### src/rtl/fetch_queue_pkg.sv
// Shared constants and types for the instruction fetch front end.
// The packed entry layout fixes the queue widths to INSTRUCTION_LEN/ADDRESS_LEN.
`timescale 1ns/1ps
package fetch_queue_pkg;

  localparam int INSTRUCTION_LEN = 19;
  localparam int ADDRESS_LEN     = 12;

  typedef enum logic [1:0] {
    IDLE = 2'd0,
    REQ  = 2'd1,
    KILL = 2'd2
  } fetch_state_t;

  typedef struct packed {
    logic [INSTRUCTION_LEN-1:0] instr;
    logic [ADDRESS_LEN-1:0]     pc_plus1;
  } fetch_entry_t;

endpackage

### src/rtl/fetch_queue_fifo.sv
// Prefetch FIFO of fetch entries; flush wins over push and pop.
// head reads as zero while empty so decode never sees stale words.
`timescale 1ns/1ps
module fetch_fifo
  import fetch_queue_pkg::*;
#(
  parameter int DEPTH = 4
) (
  input  logic                         clk,
  input  logic                         rst,
  input  logic                         flush,
  input  logic                         push,
  input  logic                         pop,
  input  fetch_entry_t                 push_data,
  output logic                         full,
  output logic                         empty,
  output logic [$clog2(DEPTH+1)-1:0]   count,
  output fetch_entry_t                 head
);

  localparam int PTR_W = $clog2(DEPTH);
  localparam int CNT_W = $clog2(DEPTH+1);

  fetch_entry_t mem [DEPTH];
  logic [PTR_W-1:0] wr_ptr_reg;
  logic [PTR_W-1:0] rd_ptr_reg;
  logic [CNT_W-1:0] count_reg;
  logic             do_push;
  logic             do_pop;

  assign full    = (count_reg == CNT_W'(DEPTH));
  assign empty   = (count_reg == '0);
  assign count   = count_reg;
  assign do_push = push && !full;
  assign do_pop  = pop && !empty;
  assign head    = empty ? '0 : mem[rd_ptr_reg];

  always_ff @(posedge clk) begin
    if (do_push && !flush) begin
      mem[wr_ptr_reg] <= push_data;
    end
  end

  // Pointers wrap naturally because DEPTH is a power of two.
  always_ff @(posedge clk or posedge rst) begin
    if (rst) begin
      wr_ptr_reg <= '0;
      rd_ptr_reg <= '0;
      count_reg  <= '0;
    end else if (flush) begin
      wr_ptr_reg <= '0;
      rd_ptr_reg <= '0;
      count_reg  <= '0;
    end else begin
      if (do_push) wr_ptr_reg <= wr_ptr_reg + PTR_W'(1);
      if (do_pop)  rd_ptr_reg <= rd_ptr_reg + PTR_W'(1);
      count_reg <= count_reg + CNT_W'(do_push) - CNT_W'(do_pop);
    end
  end

endmodule

### src/rtl/fetch_queue.sv
// Fetch front end: owns the fetch PC, talks req/ack to instruction memory and
// buffers fetched words for decode. Optional counters under FETCH_QUEUE_STATS_EN.
`timescale 1ns/1ps
module fetch_queue
  import fetch_queue_pkg::*;
#(
  parameter int DEPTH   = 4,
  parameter int ADDR_W  = ADDRESS_LEN,
  parameter int INSTR_W = INSTRUCTION_LEN
) (
  input  logic               clk,
  input  logic               rst,
  input  logic               redirect_valid,
  input  logic [ADDR_W-1:0]  redirect_pc,
  output logic               imem_req,
  output logic [ADDR_W-1:0]  imem_addr,
  input  logic               imem_ack,
  input  logic [INSTR_W-1:0] imem_data,
  output logic               instr_valid,
  output logic [INSTR_W-1:0] instr,
  output logic [ADDR_W-1:0]  instr_pc_plus1,
  input  logic               instr_ready
`ifdef FETCH_QUEUE_STATS_EN
  ,
  output logic [15:0]        stat_starve,
  output logic [15:0]        stat_redirects
`endif
);

  localparam int CNT_W = $clog2(DEPTH+1);

  fetch_state_t      state_reg;
  fetch_state_t      state_next;
  logic [ADDR_W-1:0] fetch_pc_reg;
  logic [ADDR_W-1:0] fetch_pc_next;
  logic [ADDR_W-1:0] kill_addr_reg;
  logic [ADDR_W-1:0] pc_inc;
  logic              push;
  logic              pop;
  logic              full;
  logic              empty;
  logic [CNT_W-1:0]  count;
  logic [CNT_W-1:0]  count_next;
  logic              slot_ok;
  fetch_entry_t      push_data;
  fetch_entry_t      head;

  assign pc_inc      = fetch_pc_reg + ADDR_W'(1);
  assign instr_valid = !empty && !redirect_valid;
  assign pop         = instr_valid && instr_ready;
  assign push        = (state_reg == REQ) && imem_ack && !redirect_valid;
  assign count_next  = count + CNT_W'(push) - CNT_W'(pop);
  // Without a push the count can only fall, so a free slot means "not full, or popping".
  assign slot_ok     = push ? (count_next < CNT_W'(DEPTH)) : (!full || pop);

  assign push_data.instr    = imem_data;
  assign push_data.pc_plus1 = pc_inc;
  assign instr              = head.instr;
  assign instr_pc_plus1     = head.pc_plus1;

  fetch_fifo #(.DEPTH(DEPTH)) u_fifo (
    .clk       (clk),
    .rst       (rst),
    .flush     (redirect_valid),
    .push      (push),
    .pop       (pop),
    .push_data (push_data),
    .full      (full),
    .empty     (empty),
    .count     (count),
    .head      (head)
  );

  always_ff @(posedge clk or posedge rst) begin
    if (rst) state_reg <= IDLE;
    else     state_reg <= state_next;
  end

  // A KILL completes on its ack even if a new redirect lands the same cycle;
  // fetch_pc already holds the latest target so REQ resumes there.
  always_comb begin
    state_next = state_reg;
    case (state_reg)
      IDLE: if (redirect_valid || slot_ok) state_next = REQ;
      REQ: begin
        if (redirect_valid)  state_next = imem_ack ? REQ : KILL;
        else if (imem_ack)   state_next = slot_ok ? REQ : IDLE;
      end
      KILL: if (imem_ack) state_next = REQ;
      default: state_next = IDLE;
    endcase
  end

  always_comb begin
    imem_req  = (state_reg != IDLE);
    imem_addr = (state_reg == KILL) ? kill_addr_reg : fetch_pc_reg;
  end

  always_comb begin
    fetch_pc_next = fetch_pc_reg;
    if (redirect_valid) fetch_pc_next = redirect_pc;
    else if (push)      fetch_pc_next = pc_inc;
  end

  always_ff @(posedge clk or posedge rst) begin
    if (rst) begin
      fetch_pc_reg  <= '0;
      kill_addr_reg <= '0;
    end else begin
      fetch_pc_reg <= fetch_pc_next;
      if (state_reg == REQ && redirect_valid && !imem_ack) kill_addr_reg <= fetch_pc_reg;
    end
  end

`ifdef FETCH_QUEUE_STATS_EN
  logic [15:0] starve_reg;
  logic [15:0] redirects_reg;

  always_ff @(posedge clk or posedge rst) begin
    if (rst) begin
      starve_reg    <= '0;
      redirects_reg <= '0;
    end else begin
      if (instr_ready && !instr_valid && starve_reg != 16'hFFFF)
        starve_reg <= starve_reg + 16'd1;
      if (redirect_valid && redirects_reg != 16'hFFFF)
        redirects_reg <= redirects_reg + 16'd1;
    end
  end

  assign stat_starve    = starve_reg;
  assign stat_redirects = redirects_reg;
`endif

endmodule

### config.mk
export PLATFORM = sky130hd
export DESIGN_NAME = fetch_queue
export DESIGN_NICKNAME = d
export VERILOG_FILES = /design/src/rtl/fetch_queue_pkg.sv /design/src/rtl/fetch_queue_fifo.sv /design/src/rtl/fetch_queue.sv
export SDC_FILE = /design/constraint.sdc
export NUM_CORES = 1
export LEC_CHECK = 0
export ABC_AREA = 1
export BUFFER_PORTS_ARGS = -buffer_cell sky130_fd_sc_hd__buf_2
export CAP_MARGIN = 10
export CORE_ASPECT_RATIO = 0.8
export CORE_MARGIN = 4
export CORE_UTILIZATION = 40
export CTS_CLUSTER_DIAMETER = 60
export DETAILED_ROUTE_END_ITERATION = 10
export GPL_TIMING_DRIVEN = 0
export PLACE_DENSITY = 0.6
export SYNTH_ARGS = -nofsm -noshare
export SYNTH_HDL_FRONTEND = slang
export SYNTH_SLANG_ARGS = --single-unit
### constraint.sdc
create_clock -name clk -period 2.6 [get_ports clk]
set_input_delay 0.13 -clock clk [delete_from_list [all_inputs] [get_ports clk]]
set_output_delay 0.13 -clock clk [all_outputs]
set_load 0.03 [all_outputs]
==> flow_summary.yaml, run 1 <==
setup_path:
  path_buf_inv: 3
  reg2reg_depth: 11
  worstSetupPathDepth: 11
  path_class: "flip-flop to flip-flop"
  cp_top_family: "adder cells"
  crit_path_frequent_cell: "inv_1"
  crit_fanout: 4
  crit_slowest_cell: "dfrtp_1"
  worstPathRequired_ns: 2.91
  critPathCaptureType: "flip-flop"
  path_cells: "nor2_1, nand2_1, nand3_1, inv_1, ha_1, inv_1, ha_1, inv_1, fa_1, o21ai_0, a21oi_1"
  start_kind: "flip-flop"
  crit_arrival_ns: 2.63
  slowest_delay_ns: 0.43
routing:
  drt_pass1_iterations: 4
  drtIter0Drc: 307
  wire_per_inst_um: 16.01
  drt-vias-per-instance: 4.909
  drc: 0
  wl_um: 15990
  ant_nets: 0
  vias: 4904
placement:
  placed_area_um2: 7584
  hpwl_um: 10690
  globalplace.congestion: 0.8482
  port_buffers: 79
power:
  max-vdd-ir-drop_v: 0.0004747
  p_leak_nw: 3.379
  power_density_nw_per_um2: 1060
die:
  die_area_um2: 19080
  start_util: 0.4088
  ios: 81
  die_w_um: 153.4
  placementRows: 42
  die_y_um: 124.3
  coreArea_um2: 16550
synth:
  synth_area_per_cell_um2: 10.69
  synth_edf_count: 124
  ys_seq_area_frac: 0.6722
  synth_nets: 679
  ys_ff_latch: 157
  synth_top_area_cell: "edfxtp_1"
  synth.top_cells.by_area: "edfxtp_1, dfrtp_1, nor2_1, o21ai_0, nand2_1"
  syn_inst: 633
  synth_most_common_cell: "nor2_1"
  synthArstFlopShare: 0.2102
  yosys-top-cells-count: "nor2_1, edfxtp_1, o21ai_0, nand2_1, inv_1"
  netlist.area_leader.share: 0.5502
  syn_area_um2: 6768
  synth-main-ff-cell: "edfxtp_1"
  ys_types: 27
  yosysWarnings: 0
global_routing:
  grt_usage: 0.1733
  antenna_found_initial: 0
  grt_start_max_net_pins: 26
  grt_pass1_wl_um: 25880
  grt-ovfl-total: 0
  grt_pass1_vias: 5018
clocking:
  cts_setup_buffers: 0
  ctsHoldBuffers: 30
  worstSkewPairLatency_ns: 0.42
  cts_inserted_buffers: 17
  cts_buffer_depth: 2
  cts_resized: 0
  root_buffer: "clkbuf_16"
  htree_levels: 4
  numClockSinks: 157
  clk_pin_slew_ns: 0.06
  cts_tree: "done"
final_layout:
  area_growth_pct: 24.48
  design_area_um2: 8424
  largest_reg_flops: 124
  fillers: 1475
  fin_nets: 812
  drive_gt1_frac: 0.1990
  n_antenna_cell: 0
  seqCellArea_um2: 4549
  multi_input_area_um2: 1921
run:
  maxCapViolations: 0
sta:
  hold_violations: 0
  whs_ns: 0.02107
  fin_crit_sh: 0.8931
  skew_ns: 0.01046
  tightest_slew_ns: 0.6635
  maxSlewViolCount: 0
  relSlewSlack: 0.5577
  finalSetupViolCount: 0
  rsz0062_at_grt: "false"
  fin_crit_ns: 2.322
  max_freq_mhz: 430.7
outcome:
  status: "finished clean"
min_path:
  holdPathStages: 5
  hold_class: "input pin to flip-flop"
[report_power, final]
group,leakage (nW),internal [mW],switching [mW]
registers,1.54,3.08,0.153
clock network,0.263,1.23,1.03
logic,1.58,0.953,2.48
[cell families after synthesis]
| kind of cell | count (synthesis) | share of synthesized area |
|---|---|---|
| AO/OA/AOI/OAI | 139 | 0.1074 |
| XOR/XNOR | 8 | 0.01035 |
| adder cells (fa/ha/maj) | 10 | 0.01960 |
| buffers and inverters | 78 | 0.04844 |
| flip-flops | 157 | 0.6722 |
| AND/OR/NAND/NOR | 241 | 0.1420 |
[metal layers]
metal / global-route usage / part of all wire
met5: 0 / 0
met4: 0.04517 / 0.0061
met3: 0.04898 / 0.054
met2: 0.2765 / 0.47
met1: 0.2352 / 0.47
[path summary, 6_finish.rpt]
path | from | to | slack (ns)
setup / recovery | u_fifo.count[1] | u_fifo.count[2] | 0.28
hold / removal | redirect_pc[11] | fetch_pc_reg[11] | 0.02
setup reg to reg | u_fifo.count[1] | u_fifo.count[2] | 0.28
hold reg to reg | kill_addr_reg[6] | kill_addr_reg[6] | 0.49
max in group asynchronous | rst | fetch_pc_reg[7] | 1.75
min in group asynchronous | rst | u_fifo.count[0] | 0.33
[area by class of cell]
type                            count  share of cell area
Inverter                           46             0.02050
Tap cell                          220             0.03267
Timing Repair Buffer              114             0.09624
Clock inverter                     15             0.01366
Multi-Input combinational cell    398              0.2280
Clock buffer                       17             0.05050
Sequential cell                   157              0.5400
Buffer                             32             0.01842
[per-stage QoR]
stage | TNS [ns] | setup slack, ns | utilization | total power [mW] | std cells
detailed placement | 0 | 0.2632 | 0.4581 | 6.702 | 937
floorplan | -14.60 | -0.1177 | - | 5.576 | 633
global placement | -160.41 | -1.333 | 0.4494 | 6.585 | 932
finish | 0 | 0.2780 | 0.5089 | 8.926 | 999
global route | 0 | 0.09633 | 0.5089 | 9.473 | 999
CTS | 0 | 0.2423 | 0.5089 | 9.000 | 999
[cell usage in the layout, fill, tap and decap left out, types with 9 or more instances in the layout]
master / Yosys / routed
edfxtp_1: 124 / 124
clkbuf_16: 0 / 17
nor2_1: 140 / 136
nand2_1: 78 / 78
buf_2: 16 / 95
dlygate4sd3_1: 0 / 30
nand3_1: 12 / 12
o21ai_0: 91 / 91
a21oi_1: 34 / 34
ha_1: 9 / 9
dfrtp_1: 33 / 33
inv_1: 41 / 41
[worst register-to-register path: stages, from the launching register on]
cell	delay, ns
dfrtp_1	0.43
nor2_1	0.32
nand2_1	0.12
nand3_1	0.17
inv_1	0.07
ha_1	0.26
inv_1	0.05
ha_1	0.13
inv_1	0.05
fa_1	0.37
o21ai_0	0.18
a21oi_1	0.05
(Power assumes the default switching activity.)
==> run 2, diff against run 1 <==
--- a/config.mk
+++ b/config.mk
@@ -8,13 +8,15 @@
 export ABC_AREA = 1
 export BUFFER_PORTS_ARGS = -buffer_cell sky130_fd_sc_hd__buf_2
 export CAP_MARGIN = 10
+export CELL_PAD_IN_SITES_DETAIL_PLACEMENT = 0
+export CELL_PAD_IN_SITES_GLOBAL_PLACEMENT = 1
 export CORE_ASPECT_RATIO = 0.8
 export CORE_MARGIN = 4
 export CORE_UTILIZATION = 40
 export CTS_CLUSTER_DIAMETER = 60
 export DETAILED_ROUTE_END_ITERATION = 10
 export GPL_TIMING_DRIVEN = 0
-export PLACE_DENSITY = 0.6
+export PLACE_DENSITY = 0.79
 export SYNTH_ARGS = -nofsm -noshare
 export SYNTH_HDL_FRONTEND = slang
 export SYNTH_SLANG_ARGS = --single-unit
==> constraint.sdc (replaced) <==
create_clock -name clk -period 3 [get_ports clk]
set_input_delay 0.15 -clock clk [delete_from_list [all_inputs] [get_ports clk]]
set_output_delay 0.15 -clock clk [all_outputs]
set_load 0.03 [all_outputs]
==> run 2 against run 1 <==
Die area stayed put. Sequential share of layout area fell by 0.15 points. Global-route usage is 0.26 points lower. First-iteration DRC count increased by 27%. Via count increased by 2.1%. Highest routed layer unchanged. Final cell count down 0.30%. Combinational power is 13% lower. Critical endpoint unchanged. Design area rose by 0.28%. Non-clock buffer count down 1. Critical path depth stayed put. Clock skew is 0.0036 ns lower.
==> flow_summary.yaml, run 2 (synthesis results as in run 1) <==
clocking:
  cts_inserted_buffers: 17
  cts_tree: "done"
  worstSkewPairLatency_ns: 0.42
  numClockSinks: 157
  cts_resized: 0
  clk_pin_slew_ns: 0.06
  cts_buffer_depth: 2
  htree_levels: 4
  cts_setup_buffers: 0
  ctsHoldBuffers: 29
  root_buffer: "clkbuf_16"
power:
  max-vdd-ir-drop_v: 0.0004446
  p_leak_nw: 3.389
  power_density_nw_per_um2: 929.5
  fin_total_pwr_mw: 7.852
setup_path:
  crit_slowest_cell: "dfrtp_1"
  timing.rr.start: "u_fifo.count[1]"
  slowest_delay_ns: 0.44
  r2r_slack_ns: 0.67
  worstPathRequired_ns: 3.30
  cp-endpoint: "u_fifo.count[2]"
  crit_arrival_ns: 2.63
  reg2reg_depth: 11
  r2r-end: "u_fifo.count[2]"
  crit_path_frequent_cell: "inv_1"
  crit_fanout: 4
  cp-startpoint: "u_fifo.count[1]"
  path_cells: "nor2_1, nand2_1, nand3_1, inv_1, ha_1, inv_1, ha_1, inv_1, fa_1, o21ai_0, a21oi_1"
  critPathCaptureType: "flip-flop"
  path_class: "flip-flop to flip-flop"
  start_kind: "flip-flop"
final_layout:
  multi_input_area_um2: 1921
  drive_gt1_frac: 0.1972
  final_cell_mix: "nor2_1, edfxtp_1, buf_2"
  final_common_cell: "nor2_1"
  seqCellArea_um2: 4549
  area_growth_pct: 24.83
  fillers: 1433
  largest_reg_flops: 124
  fin_nets: 811
  n_antenna_cell: 0
outcome:
  status: "finished clean"
routing:
  wire_per_inst_um: 16.10
  dr_wl_met3_um: 1188
  wl_um: 16040
  vias: 5005
  drtIter0Drc: 391
  ant_nets: 0
  topRoutingLayerUsed: "met4"
  drt_pass1_iterations: 5
  drc: 0
  dr_wl_met2_um: 7390
  drt-vias-per-instance: 5.025
  m1WireLength_um: 7274
die:
  start_util: 0.4088
  die_area_um2: 19080
  coreArea_um2: 16550
  die_y_um: 124.3
  die_w_um: 153.4
  placementRows: 42
  ios: 81
sta:
  max_freq_mhz: 429.4
  fin_crit_sh: 0.7762
  finalSetupViolCount: 0
  hold_violations: 0
  setup_tns_ns: 0
  skew_ns: 0.006821
  whs_ns: 0.04950
  fin_crit_ns: 2.329
  relSlewSlack: 0.5762
  maxSlewViolCount: 0
  rsz0062_at_grt: "false"
  tightest_slew_ns: 0.6357
placement:
  port_buffers: 79
  globalplace.congestion: 0.8375
  hpwl_um: 10740
run:
  maxCapViolations: 0
global_routing:
  grt_pass1_wl_um: 25690
  grt_start_max_net_pins: 27
  grt_usage: 0.1707
  grt-ovfl-total: 0
  antenna_found_initial: 0
  grt_pass1_vias: 5010
min_path:
  hold_class: "input pin to flip-flop"
[run 2: cell count changes in the layout (fill, tap and decap cells not counted), sizes merged]
cell,change
dlygate4sd3,-1
inv,-1
clkinvlp,-1
clkinv,-3
clkbuf,+1
bufinv,+2
[run 2: where the power goes]
part | switching [mW] | internal [mW] | leakage, nW
clock network | 0.843 | 1.22 | 0.273
registers | 0.130 | 2.67 | 1.54
logic | 2.16 | 0.828 | 1.58
[run 2: worst min path at each step]
stage | startpoint | end | slack (ns) | depth (start not counted)
after global routing | redirect_pc[10] | fetch_pc_reg[10] | 0.08 | 5
after detailed placement | rst | state_reg[1] | 0.23 | 2
after floorplan | imem_data[0] | u_fifo.mem[0][12] | 0.25 | 0
final | redirect_pc[10] | fetch_pc_reg[10] | 0.05 | 5
after CTS | redirect_pc[10] | fetch_pc_reg[10] | 0.04 | 5
after global placement | imem_data[2] | u_fifo.mem[1][14] | 0.36 | 1
[run 2: worst max-delay path, delay by kind of cell, from the launching register on]
kind / cells / cell delay (ns)
AOI/OAI and AO/OA: 2 / 0.22
buffers and inverters: 3 / 0.17
DFF: 1 / 0.44
adders and majority gates: 3 / 0.77
and+or+nand+nor: 3 / 0.61
[run 2: through the flow]
| step | cell area [µm²] | instances | worst slack [ns] | util |
|---|---|---|---|---|
| final | 8448 | 996 | 0.6713 | 0.5104 |
| after global routing | 8448 | 996 | 0.4317 | 0.5104 |
| after CTS | 8448 | 996 | 0.6355 | 0.5104 |
| after detailed placement | 7591 | 937 | 0.6470 | 0.4586 |
| after global placement | 7438 | 932 | -1.005 | 0.4494 |
| after floorplan | 6768 | 633 | 0.2823 | - |
[run 2: cell type report]
cell class                 instances  share of cell area
tap                              220             0.03258
sequential                       157              0.5385
multi-input combinational        398              0.2273
clock inverter                    12             0.01629
clock buffer                      18             0.05080
inverter                          46             0.02044
timing repair buffer             113             0.09568
buffer                            32             0.01836
[run 2: metal layers]
metal,vias up,global-route usage
li1,2417,-
met5,-,0
met4,0,0.05348
met1,2380,0.2354
met3,18,0.04099
met2,190,0.2690
==> run 3, diff against run 2 <==
--- a/config.mk
+++ b/config.mk
@@ -5,7 +5,7 @@
 export SDC_FILE = /design/constraint.sdc
 export NUM_CORES = 1
 export LEC_CHECK = 0
-export ABC_AREA = 1
+export ABC_AREA = 0
 export BUFFER_PORTS_ARGS = -buffer_cell sky130_fd_sc_hd__buf_2
 export CAP_MARGIN = 10
 export CELL_PAD_IN_SITES_DETAIL_PLACEMENT = 0
@@ -16,7 +16,7 @@
 export CTS_CLUSTER_DIAMETER = 60
 export DETAILED_ROUTE_END_ITERATION = 10
 export GPL_TIMING_DRIVEN = 0
-export PLACE_DENSITY = 0.79
+export PLACE_DENSITY = 0.77
 export SYNTH_ARGS = -nofsm -noshare
 export SYNTH_HDL_FRONTEND = slang
 export SYNTH_SLANG_ARGS = --single-unit
==> constraint.sdc (replaced) <==
create_clock -name clk -period 2 [get_ports clk]
set_input_delay 0.1 -clock clk [delete_from_list [all_inputs] [get_ports clk]]
set_output_delay 0.1 -clock clk [all_outputs]
set_load 0.03 [all_outputs]
==> run 3 against run 2 <==
The run now ends with negative setup slack left. Non-clock buffer count is 2 higher. Die area fell by 0.87%. Total power increased by 54%. Critical path depth down 6. Setup slack got worse by 0.71 ns. Area after synthesis is 0.92% lower. Combinational power rose by 48%. First-iteration DRC count decreased by 28%. Sequential share of layout area is 2.8 points lower. Register-to-register slack worse by 0.71 ns. Critical endpoint is now instr_pc_plus1[8].
==> flow_summary.yaml, run 3 <==
outcome:
  status: "complete, but fails checks"
  violations: "negative setup slack"
synth:
  syn_inst: 403
  synth-main-ff-cell: "edfxtp_1"
  netlist.area_leader.share: 0.5553
  synth_area_per_cell_um2: 16.64
  synthArstFlopShare: 0.2102
  synth_edf_count: 124
  synth_compound_area_frac: 0.02127
  ys_seq_area_frac: 0.6785
  synth_xor_area_frac: 0.03135
  synth_top_family_by_area: "multiplexers"
  synth_top_area_cell: "edfxtp_1"
  syn_area_um2: 6705
  yosysWarnings: 0
  synthSimpleGateAreaFrac: 0.08434
  muxShareOfSynthArea: 0.1392
  yosys-top-cells-count: "edfxtp_1, nor2b_1, dfrtp_1, mux4_2, nand2_1"
  synth_most_common_cell: "edfxtp_1"
  ys_types: 42
  synthAdderAreaFrac: 0.01978
  synth.top_cells.by_area: "edfxtp_1, dfrtp_1, mux4_2, nor2b_1, xnor2_1"
  ys_ff_latch: 157
  synth_nets: 449
sta:
  rsz0062_at_grt: "true"
  tightest_slew_ns: 0.6410
  whs_ns: 0.04483
  max_freq_mhz: 491.4
  skew_ns: 0.008913
  relSlewSlack: 0.5722
  maxSlewViolCount: 0
  hold_violations: 0
  final.setup.worst_slack_ns: -0.03482
  fin_crit_ns: 2.035
  finalSetupViolCount: 12
  fin_crit_sh: 1.017
die:
  ios: 81
  coreArea_um2: 16500
  die_w_um: 152.8
  start_util: 0.4064
  placementRows: 42
  die_area_um2: 18910
  die_y_um: 123.8
power:
  p_seq_frac: 0.343
  p_comb_frac: 0.368
  p_int_mw: 8.211
  swShare: 0.3204
  p_leak_nw: 3.341
  power_density_nw_per_um2: 1356
  max-vdd-ir-drop_v: 0.0006631
  switchingPower_mw: 3.872
  clkPwrFrac: 0.289
setup_path:
  reg2reg_depth: 9
  crit_arrival_ns: 1.93
  crit_fanout: 8
  start_kind: "flip-flop"
  path_class: "flip-flop to output port"
  crit_slowest_cell: "mux4_2"
  worstPathRequired_ns: 1.90
  path_cells: "buf_12, clkbuf_16, mux4_2, nor2b_1, buf_4"
  critPathCaptureType: "output port"
  slowest_delay_ns: 0.49
clocking:
  numClockSinks: 157
  clk_pin_slew_ns: 0.06
  htree_levels: 4
  cts_tree: "done"
  worstSkewPairLatency_ns: 0.42
  root_buffer: "clkbuf_16"
  cts_buffer_depth: 2
  cts_inserted_buffers: 17
routing:
  wl_um: 13910
  ant_nets: 0
  vias: 3882
  drc: 0
  wire_per_inst_um: 17.79
  drt_pass1_iterations: 4
  drt-vias-per-instance: 4.964
  drtIter0Drc: 281
global_routing:
  antenna_found_initial: 0
  grt_pass1_vias: 3903
  grt_pass1_wl_um: 21530
  grt_usage: 0.1481
  grt-ovfl-total: 0
  grt_start_max_net_pins: 32
min_path:
  holdPathStages: 3
  hold_class: "input pin to flip-flop"
placement:
  hpwl_um: 8866
  pre_cts_slack_ns: -0.4481
  port_buffers: 80
  globalplace.congestion: 0.7859
final_layout:
  area_growth_pct: 32.92
  final_core_util: 0.5401
  largest_reg_flops: 124
  final_common_cell: "edfxtp_1"
  n_antenna_cell: 0
  final_cell_mix: "edfxtp_1, buf_2, dlygate4sd3_1"
  fin_nets: 595
  drive_gt1_frac: 0.4021
run:
  maxCapViolations: 0
==> run 3: cell types whose count changed in the layout (fill, tap and decap cells not counted), sizes merged, moves of 9 or more <==
cell | before | now
nand2 | 79 | 21
inv | 50 | 23
mux2 | 0 | 20
xnor2 | 0 | 16
nand3 | 13 | 4
nor2 | 142 | 14
mux4 | 0 | 31
a21oi | 35 | 4
nor2b | 0 | 34
o21ai | 95 | 15
==> run 3: metrics by stage <==
step                      std cells  instance area (µm²)  total power, mW  TNS (ns)
after floorplan                 403                 6729            6.661  -0.05546
after global placement          703                 7405            7.547    -47.55
after detailed placement        704                 7432            7.639    -54.23
after CTS                       773                 8591            11.58   -0.4896
after global routing            782                 8912            12.66    -2.561
final                           782                 8912            12.08   -0.1879
==> run 3: cell families (layout without fill, tap and decap cells) <==
logic type | Yosys count | after routing
mux | 52 | 52
simple gates | 98 | 99
fa+ha+maj | 10 | 10
flops | 157 | 157
compound gates | 24 | 24
xor+xnor | 24 | 24
buf+inv | 38 | 196
==> run 3: what timing repair did <==
action                     4_1_cts  5_1_grt
gates cloned                     0        4
pin swaps                        2        3
resized for setup               54       59
setup endpoints to repair      161      165
hold endpoints to repair       101        0
hold buffers                    32        0
buffers inserted                 6        5
==> run 3: worst max-delay path, delay by kind of cell (launching register included) <==
kind / cells / cell delay, ns
simple gates: 1 / 0.15
mux: 1 / 0.49
buf+inv: 3 / 0.51
flops: 1 / 0.38
==> run 3: per-layer routing <==
metal | vias up | global-route usage | share of wire
met3 | 14 | 0.04377 | 0.046
met2 | 81 | 0.2334 | 0.47
li1 | 1805 | - | -
met4 | 0 | 0.04619 | 0.0093
met5 | - | 0 | 0
met1 | 1982 | 0.2014 | 0.47
==> run 3: final timing paths <==
kind / startpoint / end / slack (ns)
setup / recovery: u_fifo.rd_ptr_reg[0] / instr_pc_plus1[8] / -0.03
hold / removal: imem_ack / state_reg[1] / 0.04
setup reg to reg: u_fifo.count[2] / u_fifo.count[1] / -0.03
hold reg to reg: kill_addr_reg[5] / kill_addr_reg[5] / 0.49
max in group asynchronous: rst / u_fifo.count[1] / 1.15
min in group asynchronous: rst / kill_addr_reg[11] / 0.31
==> run 3: final cells by class <==
| class | count | area [µm²] |
|---|---|---|
| Buffer | 20 | 170.2 |
| Clock buffer | 19 | 452.9 |
| Clock inverter | 13 | 200.2 |
| Fill cell | 1317 | 7589 |
| Inverter | 17 | 63.81 |
| Multi-Input combinational cell | 209 | 2157 |
| Sequential cell | 157 | 4552 |
| Tap cell | 220 | 275.3 |
| Timing Repair Buffer | 127 | 1041 |
==> run 3: power groups by stage <==
stage	Sequential (mW)	Combinational, mW	Clock [mW]
2_1_floorplan	4.15	2.52	0
6_report	4.15	4.44	3.49
4_1_cts	4.14	3.88	3.56
3_3_place_gp	4.18	3.37	0
5_1_grt	4.19	4.77	3.70
3_5_place_dp	4.22	3.42	0
